[src/rtl/mem_test_sequencer_pkg.sv]
// Shared definitions for the memory checker: test mode encodings (as seen
// on the CSR mode field), the decoded test mode type, and the sequencer
// state type.
// Ports: none (package).
package mem_checker_pkg;

  // Raw CSR encodings of the mode field.
  localparam logic [1:0] MODE_WR_ONLY = 2'b00;
  localparam logic [1:0] MODE_RD_ONLY = 2'b01;
  localparam logic [1:0] MODE_WR_RD   = 2'b10;
  localparam logic [1:0] MODE_RSVD    = 2'b11;

  typedef enum logic [1:0] {
    WR_ONLY = 2'b00,
    RD_ONLY = 2'b01,
    WR_RD   = 2'b10
  } test_mode_t;

  typedef enum logic [2:0] {
    S_IDLE    = 3'd0,
    S_WRITE   = 3'd1,
    S_READ    = 3'd2,
    S_WAIT_RD = 3'd3,
    S_DONE    = 3'd4
  } seq_state_t;

  // The reserved encoding runs as write-only.
  function automatic test_mode_t decode_mode(input logic [1:0] raw);
    test_mode_t m;
    case (raw)
      MODE_RD_ONLY: m = RD_ONLY;
      MODE_WR_RD:   m = WR_RD;
      MODE_WR_ONLY: m = WR_ONLY;
      MODE_RSVD:    m = WR_ONLY;
      default:      m = WR_ONLY;
    endcase
    return m;
  endfunction

endpackage

[src/rtl/mem_test_sequencer_if.sv]
// Avalon-MM master bus used by the sequencer to reach the memory under test.
// Signals: address, write, writedata, read, burstcount (master -> slave);
//          waitrequest, readdatavalid (slave -> master).
// Modports: master (sequencer side), slave (memory / bench side).
interface mem_test_sequencer_if #(
  parameter int ADDR_W  = 16,
  parameter int DATA_W  = 16,
  parameter int BURST_W = 4
) ();
  logic [ADDR_W-1:0]  address;
  logic               write;
  logic [DATA_W-1:0]  writedata;
  logic               read;
  logic [BURST_W-1:0] burstcount;
  logic               waitrequest;
  logic               readdatavalid;

  modport master (
    output address, write, writedata, read, burstcount,
    input  waitrequest, readdatavalid
  );

  modport slave (
    input  address, write, writedata, read, burstcount,
    output waitrequest, readdatavalid
  );
endinterface

[src/rtl/mem_test_sequencer.sv]
// Sequencing engine of the memory checker. Runs test_count write, read or
// write-then-read bursts from start_addr over an Avalon-MM master port and
// pulses done_o when finished.
// Ports:
//   clk_i, rst_i          clock, synchronous active-high reset
//   start_i               start pulse (sampled only while idle)
//   mode_i, burstcount_i, test_count_i, start_addr_i  test configuration
//   wdata_i / wdata_next_o  pattern word in / advance pattern generator
//   amm                   Avalon-MM master bus (interface, master modport)
//   busy_o, done_o        status; done_o is a one-cycle pulse
//   protocol_err_o        sticky flag for readdatavalid outside WAIT_RD
module mem_test_sequencer
  import mem_checker_pkg::*;
#(
  parameter int ADDR_W  = 16,
  parameter int DATA_W  = 16,
  parameter int BURST_W = 4,
  parameter int CNT_W   = 16
) (
  input  logic               clk_i,
  input  logic               rst_i,
  input  logic               start_i,
  input  logic [1:0]         mode_i,
  input  logic [BURST_W-1:0] burstcount_i,
  input  logic [CNT_W-1:0]   test_count_i,
  input  logic [ADDR_W-1:0]  start_addr_i,
  input  logic [DATA_W-1:0]  wdata_i,
  output logic               wdata_next_o,
  mem_test_sequencer_if.master amm,
  output logic               busy_o,
  output logic               done_o,
  output logic               protocol_err_o
);

  seq_state_t         state_reg, state_next;
  test_mode_t         mode_reg;
  logic [BURST_W-1:0] burst_reg;
  logic [ADDR_W-1:0]  addr_reg;
  logic [CNT_W-1:0]   trans_cnt_reg;
  logic [BURST_W-1:0] beat_cnt_reg;
  logic               perr_reg;

  logic               start_ok;
  logic [BURST_W-1:0] start_burst;
  logic               wr_accept;
  logic               last_wr;
  logic               rd_accept;
  logic               rd_beat;
  logic               last_rd_beat;
  logic               txn_end;
  logic               last_txn;
  seq_state_t         txn_next_state;

  assign start_ok    = (state_reg == S_IDLE) && start_i;
  assign start_burst = (burstcount_i == '0) ? BURST_W'(1) : burstcount_i;

  assign wr_accept    = (state_reg == S_WRITE) && !amm.waitrequest;
  assign last_wr      = wr_accept && (beat_cnt_reg == burst_reg - BURST_W'(1));
  assign rd_accept    = (state_reg == S_READ) && !amm.waitrequest;
  assign rd_beat      = (state_reg == S_WAIT_RD) && amm.readdatavalid;
  assign last_rd_beat = rd_beat && (beat_cnt_reg == burst_reg - BURST_W'(1));

  // A write-then-read transaction ends on its read data, not on its writes.
  assign txn_end  = (last_wr && (mode_reg != WR_RD)) || last_rd_beat;
  assign last_txn = (trans_cnt_reg == CNT_W'(1));

  assign txn_next_state = last_txn ? S_DONE :
                          (mode_reg == RD_ONLY) ? S_READ : S_WRITE;

  always_comb begin
    state_next = state_reg;
    case (state_reg)
      S_IDLE: begin
        if (start_i) begin
          if (test_count_i == '0)
            state_next = S_DONE;
          else if (decode_mode(mode_i) == RD_ONLY)
            state_next = S_READ;
          else
            state_next = S_WRITE;
        end
      end
      S_WRITE: begin
        if (txn_end)
          state_next = txn_next_state;
        else if (last_wr)
          state_next = S_READ;   // write-then-read: read back the same burst
      end
      S_READ: begin
        if (rd_accept)
          state_next = S_WAIT_RD;
      end
      S_WAIT_RD: begin
        if (txn_end)
          state_next = txn_next_state;
      end
      S_DONE:  state_next = S_IDLE;
      default: state_next = S_IDLE;
    endcase
  end

  always_ff @(posedge clk_i) begin
    if (rst_i) begin
      state_reg     <= S_IDLE;
      mode_reg      <= WR_ONLY;
      burst_reg     <= '0;
      addr_reg      <= '0;
      trans_cnt_reg <= '0;
      beat_cnt_reg  <= '0;
      perr_reg      <= 1'b0;
    end else begin
      state_reg <= state_next;

      if (start_ok) begin
        mode_reg      <= decode_mode(mode_i);
        burst_reg     <= start_burst;
        addr_reg      <= start_addr_i;
        trans_cnt_reg <= test_count_i;
        beat_cnt_reg  <= '0;
      end else begin
        // Beat counter is shared by the write burst and the read data phase.
        if (last_wr || rd_accept || last_rd_beat)
          beat_cnt_reg <= '0;
        else if (wr_accept || rd_beat)
          beat_cnt_reg <= beat_cnt_reg + BURST_W'(1);

        if (txn_end) begin
          trans_cnt_reg <= trans_cnt_reg - CNT_W'(1);
          addr_reg      <= addr_reg + ADDR_W'(burst_reg);
        end
      end

      // A fresh start clears the flag; otherwise stray read data sets it.
      if (start_ok)
        perr_reg <= 1'b0;
      else if (amm.readdatavalid && (state_reg != S_WAIT_RD))
        perr_reg <= 1'b1;
    end
  end

  assign amm.address    = addr_reg;
  assign amm.burstcount = burst_reg;
  assign amm.write      = (state_reg == S_WRITE);
  assign amm.read       = (state_reg == S_READ);
  assign amm.writedata  = wdata_i;

  assign wdata_next_o   = wr_accept;
  assign busy_o         = (state_reg != S_IDLE);
  assign done_o         = (state_reg == S_DONE);
  assign protocol_err_o = perr_reg;

endmodule
[src/flat_wrapper.sv]
// flat-port wrapper written by rule: the top's interface ports become plain ports
module mem_test_sequencer_flat import mem_checker_pkg::*;
#(
  parameter int ADDR_W  = 16,
  parameter int DATA_W  = 16,
  parameter int BURST_W = 4,
  parameter int CNT_W   = 16
)
  (clk_i, rst_i, start_i, mode_i, burstcount_i, test_count_i, start_addr_i, wdata_i, wdata_next_o, busy_o, done_o, protocol_err_o, amm_address, amm_write, amm_writedata, amm_read, amm_burstcount, amm_waitrequest, amm_readdatavalid);
  mem_test_sequencer_if #(.ADDR_W(ADDR_W), .DATA_W(DATA_W), .BURST_W(BURST_W)) amm_i ();
  input  logic clk_i;
  input  logic rst_i;
  input  logic start_i;
  input  logic [1:0] mode_i;
  input  logic [BURST_W-1:0] burstcount_i;
  input  logic [CNT_W-1:0] test_count_i;
  input  logic [ADDR_W-1:0] start_addr_i;
  input  logic [DATA_W-1:0] wdata_i;
  output logic wdata_next_o;
  output logic busy_o;
  output logic done_o;
  output logic protocol_err_o;
  output wire logic [$bits(amm_i.address)-1:0] amm_address;
  output wire logic [$bits(amm_i.write)-1:0] amm_write;
  output wire logic [$bits(amm_i.writedata)-1:0] amm_writedata;
  output wire logic [$bits(amm_i.read)-1:0] amm_read;
  output wire logic [$bits(amm_i.burstcount)-1:0] amm_burstcount;
  input wire logic [$bits(amm_i.waitrequest)-1:0] amm_waitrequest;
  input wire logic [$bits(amm_i.readdatavalid)-1:0] amm_readdatavalid;
  assign amm_address = amm_i.address;
  assign amm_write = amm_i.write;
  assign amm_writedata = amm_i.writedata;
  assign amm_read = amm_i.read;
  assign amm_burstcount = amm_i.burstcount;
  assign amm_i.waitrequest = amm_waitrequest;
  assign amm_i.readdatavalid = amm_readdatavalid;
  mem_test_sequencer #(.ADDR_W(ADDR_W), .DATA_W(DATA_W), .BURST_W(BURST_W), .CNT_W(CNT_W)) u_core (.clk_i(clk_i), .rst_i(rst_i), .start_i(start_i), .mode_i(mode_i), .burstcount_i(burstcount_i), .test_count_i(test_count_i), .start_addr_i(start_addr_i), .wdata_i(wdata_i), .wdata_next_o(wdata_next_o), .amm(amm_i), .busy_o(busy_o), .done_o(done_o), .protocol_err_o(protocol_err_o));
endmodule
[config.mk]
export PLATFORM = sky130hd
export DESIGN_NAME = mem_test_sequencer_flat
export DESIGN_NICKNAME = d
export VERILOG_FILES = /design/src/rtl/mem_test_sequencer_pkg.sv /design/src/rtl/mem_test_sequencer_if.sv /design/src/rtl/mem_test_sequencer.sv /design/src/flat_wrapper.sv
export SDC_FILE = /design/constraint.sdc
export NUM_CORES = 1
export LEC_CHECK = 0
export ABC_AREA = 1
export ABC_CLOCK_PERIOD_IN_PS = 2430
export BUFFER_PORTS_ARGS = -buffer_cell sky130_fd_sc_hd__buf_2
export CAP_MARGIN = 10
export CORE_MARGIN = 2
export CORE_UTILIZATION = 52
export CTS_CLUSTER_SIZE = 8
export DETAILED_ROUTE_END_ITERATION = 8
export PLACE_DENSITY = 0.81
export SYNTH_ARGS = -nofsm -noshare
export SYNTH_HDL_FRONTEND = slang
export SYNTH_SLANG_ARGS = --single-unit
[constraint.sdc]
create_clock -name clk_i -period 2.43 [get_ports clk_i]
set_input_delay 0.1215 -clock clk_i [delete_from_list [all_inputs] [get_ports clk_i]]
set_output_delay 0.1215 -clock clk_i [all_outputs]
set_load 0.005 [all_outputs]
---- Yosys cells after proc, flatten, opt, wreduce, memory -nomap -nowiden ----
Cells that the tools add are included.
word-level totals
  register bits ........................... 46
  input bits .............................. 59
  output and inout bits ................... 42
cells by class
  reduce and logical (&&, ||, !) cells .... 23
  equality and inequality tests ........... 17
  add/sub/neg operators ................... 4
  multiplexer cells ....................... 19
operators with widths
  kind                                                                     number
  16-bit two-way mux                                                       4
  3-bit two-way mux                                                        7
  16-bit by 4-bit adder with 16-bit output                                 1
  16-bit by 1-bit == test with 1-bit output, second input constant         1
  16-bit zero test                                                         1
  16-bit by 1-bit subtractor with 16-bit output, second input constant     1
  3-bit one-hot mux with 4 select lines                                    1
  2-bit two-way mux                                                        5
  1-bit logical AND                                                        8
  2-bit by 1-bit == test with 1-bit output, second input constant          3
  3-bit by 2-bit == test with 1-bit output, second input constant          2
  2-bit one-hot mux with 3 select lines                                    1
  4-bit by 1-bit adder with 4-bit output, second input constant            1
  2-bit == test, second input constant                                     2
  4-bit == test                                                            1
  4-bit zero test                                                          1
  1-bit logical OR                                                         4
  4-bit two-way mux                                                        1
  2-bit by 1-bit inequality test with 1-bit output, second input constant  2
  2-bit inequality test, second input constant                             2
  4-bit AND reduction                                                      1
  2-bit OR reduction                                                       2
  4-bit by 1-bit subtractor with 4-bit output, second input constant       1
  3-bit by 1-bit == test with 1-bit output, second input constant          1
  other kinds (9)                                                          9

---- Depth between registers and ports, before layout ----
Gate-level depths: netlist of the first run.
  depth after elaboration ................. 11
  depth in mapped cells ................... 15

---- Worst setup path after synthesis of the first run ----
Ideal clock, no wire load.
  path type ............................... flip-flop to flip-flop
  from .................................... register u_core.burst_reg[0], in the netlist u_core.amm.burstcount[0]
  to ...................................... register u_core.addr_reg[14], in the netlist u_core.amm.address[14]
  clock period less this slack ............ 2.066 ns
  path buffers ............................ 0
  arrival ................................. 1.991 ns
  required time ........................... 2.356 ns
  cell stages (with the launch flop) ...... 13
  slack ................................... 0.364 ns
  path through ............................ dfxtp_1 -> ha_1 -> inv_1 -> fa_1 -> inv_1 -> nand3_1 -> nand2_1 -> nand3_1 -> nor2_1 -> nand2_1 -> o21ai_0 -> nand3_1 -> a31oi_1
between the ends
  longest elaborated chain between the ends .. 6
  elaborated cells between the ends (all ways) .. 10
  classes of those cells .................. add/sub: 2; eq/ne: 1; mux: 2; reduce/logical: 5
RTL lines
  what                                         line                                                RTL
  from (decl)                                  mem_test_sequencer.sv:37                            logic [BURST_W-1:0] burst_reg;
  from (signal assigned)                       mem_test_sequencer.sv:116                           burst_reg <= start_burst;
  4-bit by 1-bit subtractor with 4-bit output  mem_test_sequencer.sv:58, mem_test_sequencer.sv:61
  4-bit == test                                mem_test_sequencer.sv:58, mem_test_sequencer.sv:61
  1-bit logical AND                            mem_test_sequencer.sv:58                            assign last_wr = wr_accept && (beat_cnt_reg == burst_reg - BURST_W'(1));
  1-bit logical AND                            mem_test_sequencer.sv:64                            assign txn_end = (last_wr && (mode_reg != WR_RD)) || last_rd_beat;
  1-bit logical OR                             mem_test_sequencer.sv:64
  2-bit nonzero test (no line)                 -
  to (signal assigned)                         mem_test_sequencer.sv:117                           addr_reg <= start_addr_i;
  to (signal assigned)                         mem_test_sequencer.sv:129                           addr_reg <= addr_reg + ADDR_W'(burst_reg);
  to (decl)                                    mem_test_sequencer.sv:38                            logic [ADDR_W-1:0] addr_reg;
Parallel ways exist; a longest one is shown, timed or not. The select of a mux whose other input is x is not followed.
A chain may end at the register's enable or synchronous reset.

---- Final worst setup path of the first run ----
  from .................................... register u_core.burst_reg[1], in the netlist u_core.amm.burstcount[1]
  to ...................................... register u_core.addr_reg[0], in the netlist u_core.amm.address[0]
between the ends
  longest elaborated chain between the ends .. 6
  elaborated cells between the ends (all ways) .. 7
  classes of those cells .................. add/sub: 1; eq/ne: 1; reduce/logical: 5
RTL lines
  what                                             line
  4-bit by 1-bit subtractor with 4-bit output (*)  mem_test_sequencer.sv:58, mem_test_sequencer.sv:61
  4-bit == test (*)                                mem_test_sequencer.sv:58, mem_test_sequencer.sv:61
  1-bit logical AND                                mem_test_sequencer.sv:58
  1-bit logical AND                                mem_test_sequencer.sv:64
  1-bit logical OR (*)                             mem_test_sequencer.sv:64
  2-bit nonzero test (no line) (*)                 -
Every way passes the cells marked *; elsewhere a longest branch is shown, timed or not.

==> results of run 1 <==
==> power groups by stage <==
stage | Combinational [uW] | Clock, uW | Sequential [uW]
floorplan | 1120 | 0 | 1090
global placement | 1450 | 0 | 1120
detailed placement | 1480 | 0 | 1130
CTS | 1480 | 482 | 1110
global route | 1720 | 504 | 1140
finish | 1510 | 469 | 1120
==> worst paths after layout <==
path	start	end	slack (ns)	cells after the start
min reg2reg	u_core.protocol_err_o	u_core.protocol_err_o	0.49	2
min	start_addr_i[10]	u_core.amm.address[10]	0.07	3
max reg2reg	u_core.amm.burstcount[1]	u_core.amm.address[0]	0.24	11
max	u_core.amm.burstcount[1]	u_core.amm.address[0]	0.24	11
==> cell type report <==
cell class / instances / area (um2) / area share
inverter: 48 / 180 / 0.0511
timing repair buffer: 71 / 363 / 0.103
tap: 75 / 93.8 / 0.0266
clock inverter: 1 / 7.51 / 0.00213
clock buffer: 6 / 72.6 / 0.0206
sequential: 46 / 922 / 0.262
multi-input combinational: 371 / 1880 / 0.535
==> worst register-to-register path, cell delays in order (launching register included) <==
cell and delay, ns:
dfxtp_1 0.35, inv_1 0.11, ha_1 0.31, nor2_1 0.10, nor2_1 0.05, nand2_1 0.10
nor2_4 0.06, nand4_2 0.11, nand2_4 0.11, nor2_2 0.55, o21ai_0 0.18, nor2_1 0.12
==> synthesized netlist by cell type (2+ instances only) <==
master	n	area (um2)
dfxtp_1	46	921
inv_1	44	165
o211ai_1	2	15.0
nor4_1	2	12.5
xor2_1	16	140
nor2_4	2	22.5
a22oi_1	4	30.0
ha_1	8	100
nand3b_1	3	22.5
nand3_2	3	30.0
nor3_1	11	55.1
nand4_1	5	31.3
clkbuf_1	6	22.5
nand2_1	133	499
inv_2	4	15.0
or2_2	3	18.8
buf_2	2	10.0
a211oi_2	2	25.0
nand3_1	28	140
buf_4	21	158
o21ai_0	20	100
a21oi_1	32	160
nor2_1	71	267
a31oi_1	14	87.6
==> routing by layer <==
layer	track usage	vias to the layer above	share of wire
met2	0.430	144	0.47
met3	0.0352	13	0.079
li1	-	1687	-
met5	0	-	0
met4	0.0783	0	0.013
met1	0.314	1495	0.44
==> per-stage QoR <==
stage / hold WS, ns / util
floorplan: 0.280 / -
global placement: 0.243 / 0.582
finish: 0.0710 / 0.599
CTS: 0.0689 / 0.595
global route: 0.0783 / 0.599
detailed placement: 0.243 / 0.582
==> kinds of logic (layout without fill, tap and decap cells) <==
logic type | Yosys count | after routing | share of synthesized area
adder cells (fa/ha/maj) | 9 | 9 | 0.0381
XOR/XNOR | 17 | 17 | 0.0472
AO/OA/AOI/OAI | 77 | 77 | 0.140
AND/OR/NAND/NOR | 267 | 268 | 0.365
buffers and inverters | 77 | 126 | 0.117
flip-flops | 46 | 46 | 0.292
==> what timing repair did <==
item                                    4_1_cts  5_1_grt
buffers inserted                              0        0
gates resized for setup                       0        4
endpoints found under the setup margin        0       11
==> metrics.txt, run 1 <==
GRT overflow=0; die width=slightly above 80 um; Layout area overhead=11.7%; post-DR wirelength/cell=between 10 and 15 um; Final Max Slew Viols=0; final worst slack=approximately 0.24 ns; vias=3339; Inst Count DP=610; Sequential Power Share=0.361; full die area=around 6700 um2; placed inst area=3420 um2; sequential area share after synthesis=0.292; Syn Area/Cell=6.40 um2; crit path kind=reg -> reg; row count=28; final cell count without fillers=approximately 620; Seq cells post-synth=46; arrival time worst endpoint=2.44 ns; Final Skew=0.0128 ns; DRT iter0 DRCs=232; CTS Buffer Depth=2; Tcrit/Tclk final=0.902; PwrDens=880 nW/um2; # DRC=0; worst vdd ir=0.000680 V; cts hold-fix bufs=0; Final Critical Period=2.19 ns; first-pass GRT wire length=13.2 mm; CP Capture Type=register; Crit path max-delay family=simple AND/OR/NAND/NOR gates; port bufs=68; CTS root buf=clkbuf_8; Num Clock Sinks=46; Diodes inserted=0; RSZ-0062 raised after global routing=false; HPWL Detailed=around 6.0 mm; share of layout cells above drive strength 1=0.184; Initial Utilization=0.536; most common cell after layout, fill and taps aside=nand2_1; initial antenna violation count=0; critical path launch point type=register; clock transition at the registers of the reported paths=0.09 ns; core area=5890 um2; Psw=1420 uW; CTS Buf Count=5; Worst Path Buf+Inv=1; GRT Util Overall=0.247; Post-synth EDFFs=0; total power=3100 uW; Synth Flop Type=dfxtp_1; final setup violation count=0; CP peak stage delay=0.54 ns; clock latency at the later pin of the worst-skew pair=0.31 ns; outcome=completed; Final TNS setup=0 ns; combinational fraction of design power=0.488; clock power share=0.151; final instance area=3520 um2; Tightest Pin Transition=around 0.66 ns; # fillers=between 500 and 600; worst path cell trace=inv_1 -> ha_1 -> nor2_1 -> nor2_1 -> nand2_1 -> nor2_4 -> nand4_2 -> nand2_4 -> nor2_2 -> o21ai_0 -> nor2_1; Internal Power=about 1700 uW; final hold violation count=0; vias per inst=approximately 5.4; CP required=~2.7 ns; sw frac=0.459; slew margin rel.=0.562; largest net degree at the start of global routing=29; Routed Antenna Nets=0; FMAX=~460 MHz; Total Wirelength=roughly 8 mm; worst hold path type=in -> reg; Post-Syn Instances=between 400 and 500; die height=81.9 um; synthesized area=3150 um2; maximum fanout along the worst path=13; Crit path top cell by count=nor2_1; Net Count, Synth=561; TritonCTS clock tree=yes; placer congestion estimate=0.887; commonest non-fill, non-tap cells in the layout=nand2_1 (133), nor2_1 (69), buf_2 (68); leakage power=0.00164 uW; I/O pin count=101; net count reported at finish=611; Max Cap Viol=0; H-tree levels=2; First-pass DRT Iterations=5; Netlist cell types=35; Yosys Warn Count=0; async set-or-reset flop fraction in the synthesized netlist=0; vias in the first global route=around 3000; placement-stage worst setup slack=between 0.1 and 0.15 ns; CP max-delay cell=nor2_2
(Power assumes the default switching activity.)
==> inputs of run 2 (changes only) <==
--- a/config.mk
+++ b/config.mk
@@ -7,13 +7,15 @@
 export LEC_CHECK = 0
 export ABC_AREA = 1
 export ABC_CLOCK_PERIOD_IN_PS = 2430
-export BUFFER_PORTS_ARGS = -buffer_cell sky130_fd_sc_hd__buf_2
 export CAP_MARGIN = 10
+export CORE_ASPECT_RATIO = 1.25
 export CORE_MARGIN = 2
-export CORE_UTILIZATION = 52
+export CORE_UTILIZATION = 55
 export CTS_CLUSTER_SIZE = 8
 export DETAILED_ROUTE_END_ITERATION = 8
-export PLACE_DENSITY = 0.81
+export DONT_BUFFER_PORTS = 1
+export PLACE_DENSITY = 0.7
+export SETUP_SLACK_MARGIN = 0.05
 export SYNTH_ARGS = -nofsm -noshare
 export SYNTH_HDL_FRONTEND = slang
 export SYNTH_SLANG_ARGS = --single-unit
==> run 2 against run 1 <==
  * Sequential power about the same
  * Die area down 5.1%
  * Setup slack got worse by 0.039 ns
  * Routed wire length increased by 0.51%
  * Global-route usage increased by 1.0 points
  * Non-clock buffer count is 41 lower
  * Power is 2.8% higher
  * Critical path depth is 3 lower
  * Final cell count shrank 8.3%
  * Cell area down 1.7%
  * Combinational power decreased by 3%
  * Critical path type unchanged
  * Register-to-register slack got worse by 0.04 ns
==> metrics.txt, run 2 (synthesized netlist as in run 1, its figures left out) <==
# DRC=0 (unchanged); Routed Antenna Nets=0 (unchanged); full die area=6360 um2 (was 6710 um2); CTS Buffer Depth=2 (unchanged); maximum fanout along the worst path=9 (was 13); worst path cell trace=nor3_2 -> inv_2 -> nor2_4 -> clkinvlp_4 -> buf_4 -> nand2_1 -> a21oi_1 -> dlygate4sd3_1 (was inv_1 -> ha_1 -> nor2_1 -> nor2_1 -> nand2_1 -> nor2_4 -> nand4_2 -> nand2_4 -> nor2_2 -> o21ai_0 -> nor2_1); Tightest Pin Transition=0.911 ns (was 0.656 ns); Num Clock Sinks=46 (unchanged); Tcrit/Tclk final=0.918 (was 0.902); Core Util, Final=0.632 (was 0.599); clock latency at the later pin of the worst-skew pair=0.31 ns (about the same); Max Cap Viol=0 (unchanged); HPWL Detailed=5.88 mm (was 6.03 mm); crit path kind=reg -> reg (unchanged); largest net degree at the start of global routing=27 (was 29); CP Capture Point=u_core.amm.burstcount[0] (was u_core.amm.address[0]); R2R depth=8 (was 11); slew margin rel.=0.391 (was 0.562); row count=30 (was 28); I/O pin count=101 (unchanged); H-tree levels=2 (unchanged); first-pass GRT wire length=13.2 mm (about the same); leakage power=0.00148 uW (was 0.00164 uW); GRT overflow=0 (unchanged); Diodes inserted=0 (unchanged); TritonCTS clock tree=yes (unchanged); worst vdd ir=0.000489 V (was 0.000680 V); clock transition at the registers of the reported paths=0.09 ns (about the same); most common cell after layout, fill and taps aside=nand2_1 (unchanged); R2R Path End=u_core.amm.burstcount[0] (was u_core.amm.address[0]); Final Critical Period=2.23 ns (was 2.19 ns); DRT iter0 DRCs=169 (was 232); outcome=completed (unchanged); worst hold path type=in -> reg (unchanged); final hold violation count=0 (unchanged); Final Skew=0.0105 ns (was 0.0128 ns); Initial Utilization=0.576 (was 0.536); final setup violation count=0 (unchanged); placer congestion estimate=0.881 (was 0.887); vias in the first global route=2938 (was 3020); total power=3190 uW (was 3100 uW); core area=5480 um2 (was 5890 um2); die height=88.7 um (was 81.9 um); CTS root buf=clkbuf_8 (unchanged); hold slack=0.00654 ns (was 0.0710 ns); RSZ-0062 raised after global routing=false (unchanged); port bufs=0 (was 68); FMAX=448 MHz (was 456 MHz); die width=71.7 um (was 81.9 um); vias per inst=5.59 (was 5.40); First-pass DRT Iterations=4 (was 5); Total Wirelength=8.26 mm (was 8.21 mm); CP max-delay cell=dlygate4sd3_1 (was nor2_2); Final Max Slew Viols=0 (unchanged); vias=3172 (was 3339); GRT Util Overall=0.257 (was 0.247); post-DR wirelength/cell=14.6 um (was 13.3 um); net count reported at finish=570 (was 611); Worst setup startpoint=u_core.state_reg[0] (was u_core.amm.burstcount[1]); CP Capture Type=register (unchanged); Final TNS setup=0 ns (unchanged); r2r startpoint=u_core.state_reg[0] (was u_core.amm.burstcount[1]); PwrDens=921 nW/um2 (was 880 nW/um2); arrival time worst endpoint=2.43 ns (was 2.44 ns); CP required=2.62 ns (was 2.68 ns); initial antenna violation count=0 (unchanged); Layout area overhead=9.80% (was 11.7%); critical path launch point type=register (unchanged); commonest non-fill, non-tap cells in the layout=nand2_1 (132), nor2_1 (69), dfxtp_1 (44) (was nand2_1 (133), nor2_1 (69), buf_2 (68)); CTS Buf Count=5 (unchanged); CP peak stage delay=0.56 ns (was 0.54 ns); share of layout cells above drive strength 1=0.0915 (was 0.184); reg2reg setup slack=0.20 ns (was 0.24 ns)
-- run 2: cell count changes in the layout (fill, tap and decap cells not counted), moves of 2 or more --
cell,delta
buf_2,-68
buf_4,+9
nor2_2,-2
nor2_4,+2
dlygate4sd3_1,+18
clkinv_2,+2
-- run 2: repair_timing --
item,4_1_cts,5_1_grt
endpoints found under the hold margin,25,0
hold buffers,18,0
resized for setup,0,9
setup buffers,0,4
endpoints found under the setup margin,0,26
-- run 2: cell type report --
| class | instances | area, um2 |
|---|---|---|
| fill | 557 | 2020 |
| multi-input combinational | 371 | 1900 |
| sequential | 46 | 923 |
| timing repair buffer | 30 | 270 |
| inverter | 48 | 184 |
| tap | 64 | 80.1 |
| clock buffer | 5 | 68.8 |
| clock inverter | 3 | 40.0 |
-- run 2: through the flow --
stage | setup WS, ns | instance area (um2) | std cells
after global placement | 0.122 | 3110 | 536
after global routing | 0.0544 | 3460 | 567
after detailed placement | 0.0874 | 3110 | 536
after CTS | 0.0507 | 3400 | 562
final | 0.198 | 3460 | 567
after floorplan | 0.364 | 3150 | 493
-- run 2: critical path, delay by kind of cell, from the launching register on --
family	cells	cell delay, ns
buffers and inverters	4	1.10
AND/OR/NAND/NOR	3	0.59
flip-flops	1	0.37
AO/OA/AOI/OAI	1	0.05
-- run 2: worst min path at each step --
stage	start	endpoint	slack [ns]	cells past startpoint
finish	burstcount_i[3]	u_core.amm.burstcount[3]	0.007	2
CTS	burstcount_i[3]	u_core.amm.burstcount[3]	0.01	2
detailed placement	rst_i	u_core.amm.address[12]	0.20	1
floorplan	amm_readdatavalid	u_core.protocol_err_o	0.28	2
global route	test_count_i[11]	u_core.trans_cnt_reg[11]	0.005	2
global placement	rst_i	u_core.amm.address[14]	0.19	1
-- run 2: metal layers --
metal  GRT usage  vias up  share of wire
li1            -     1603              -
met1       0.316     1463           0.43
met2       0.455       91           0.49
met3      0.0638       15          0.067
met4      0.0566        0          0.012
met5           0        -              0
-- run 2: power by group --
part	total [uW]	internal, uW	switching [uW]	leakage, uW
Sequential	1140	924	215	0.000379
Clock	587	303	284	0.0000579
Combinational	1460	548	914	0.00104
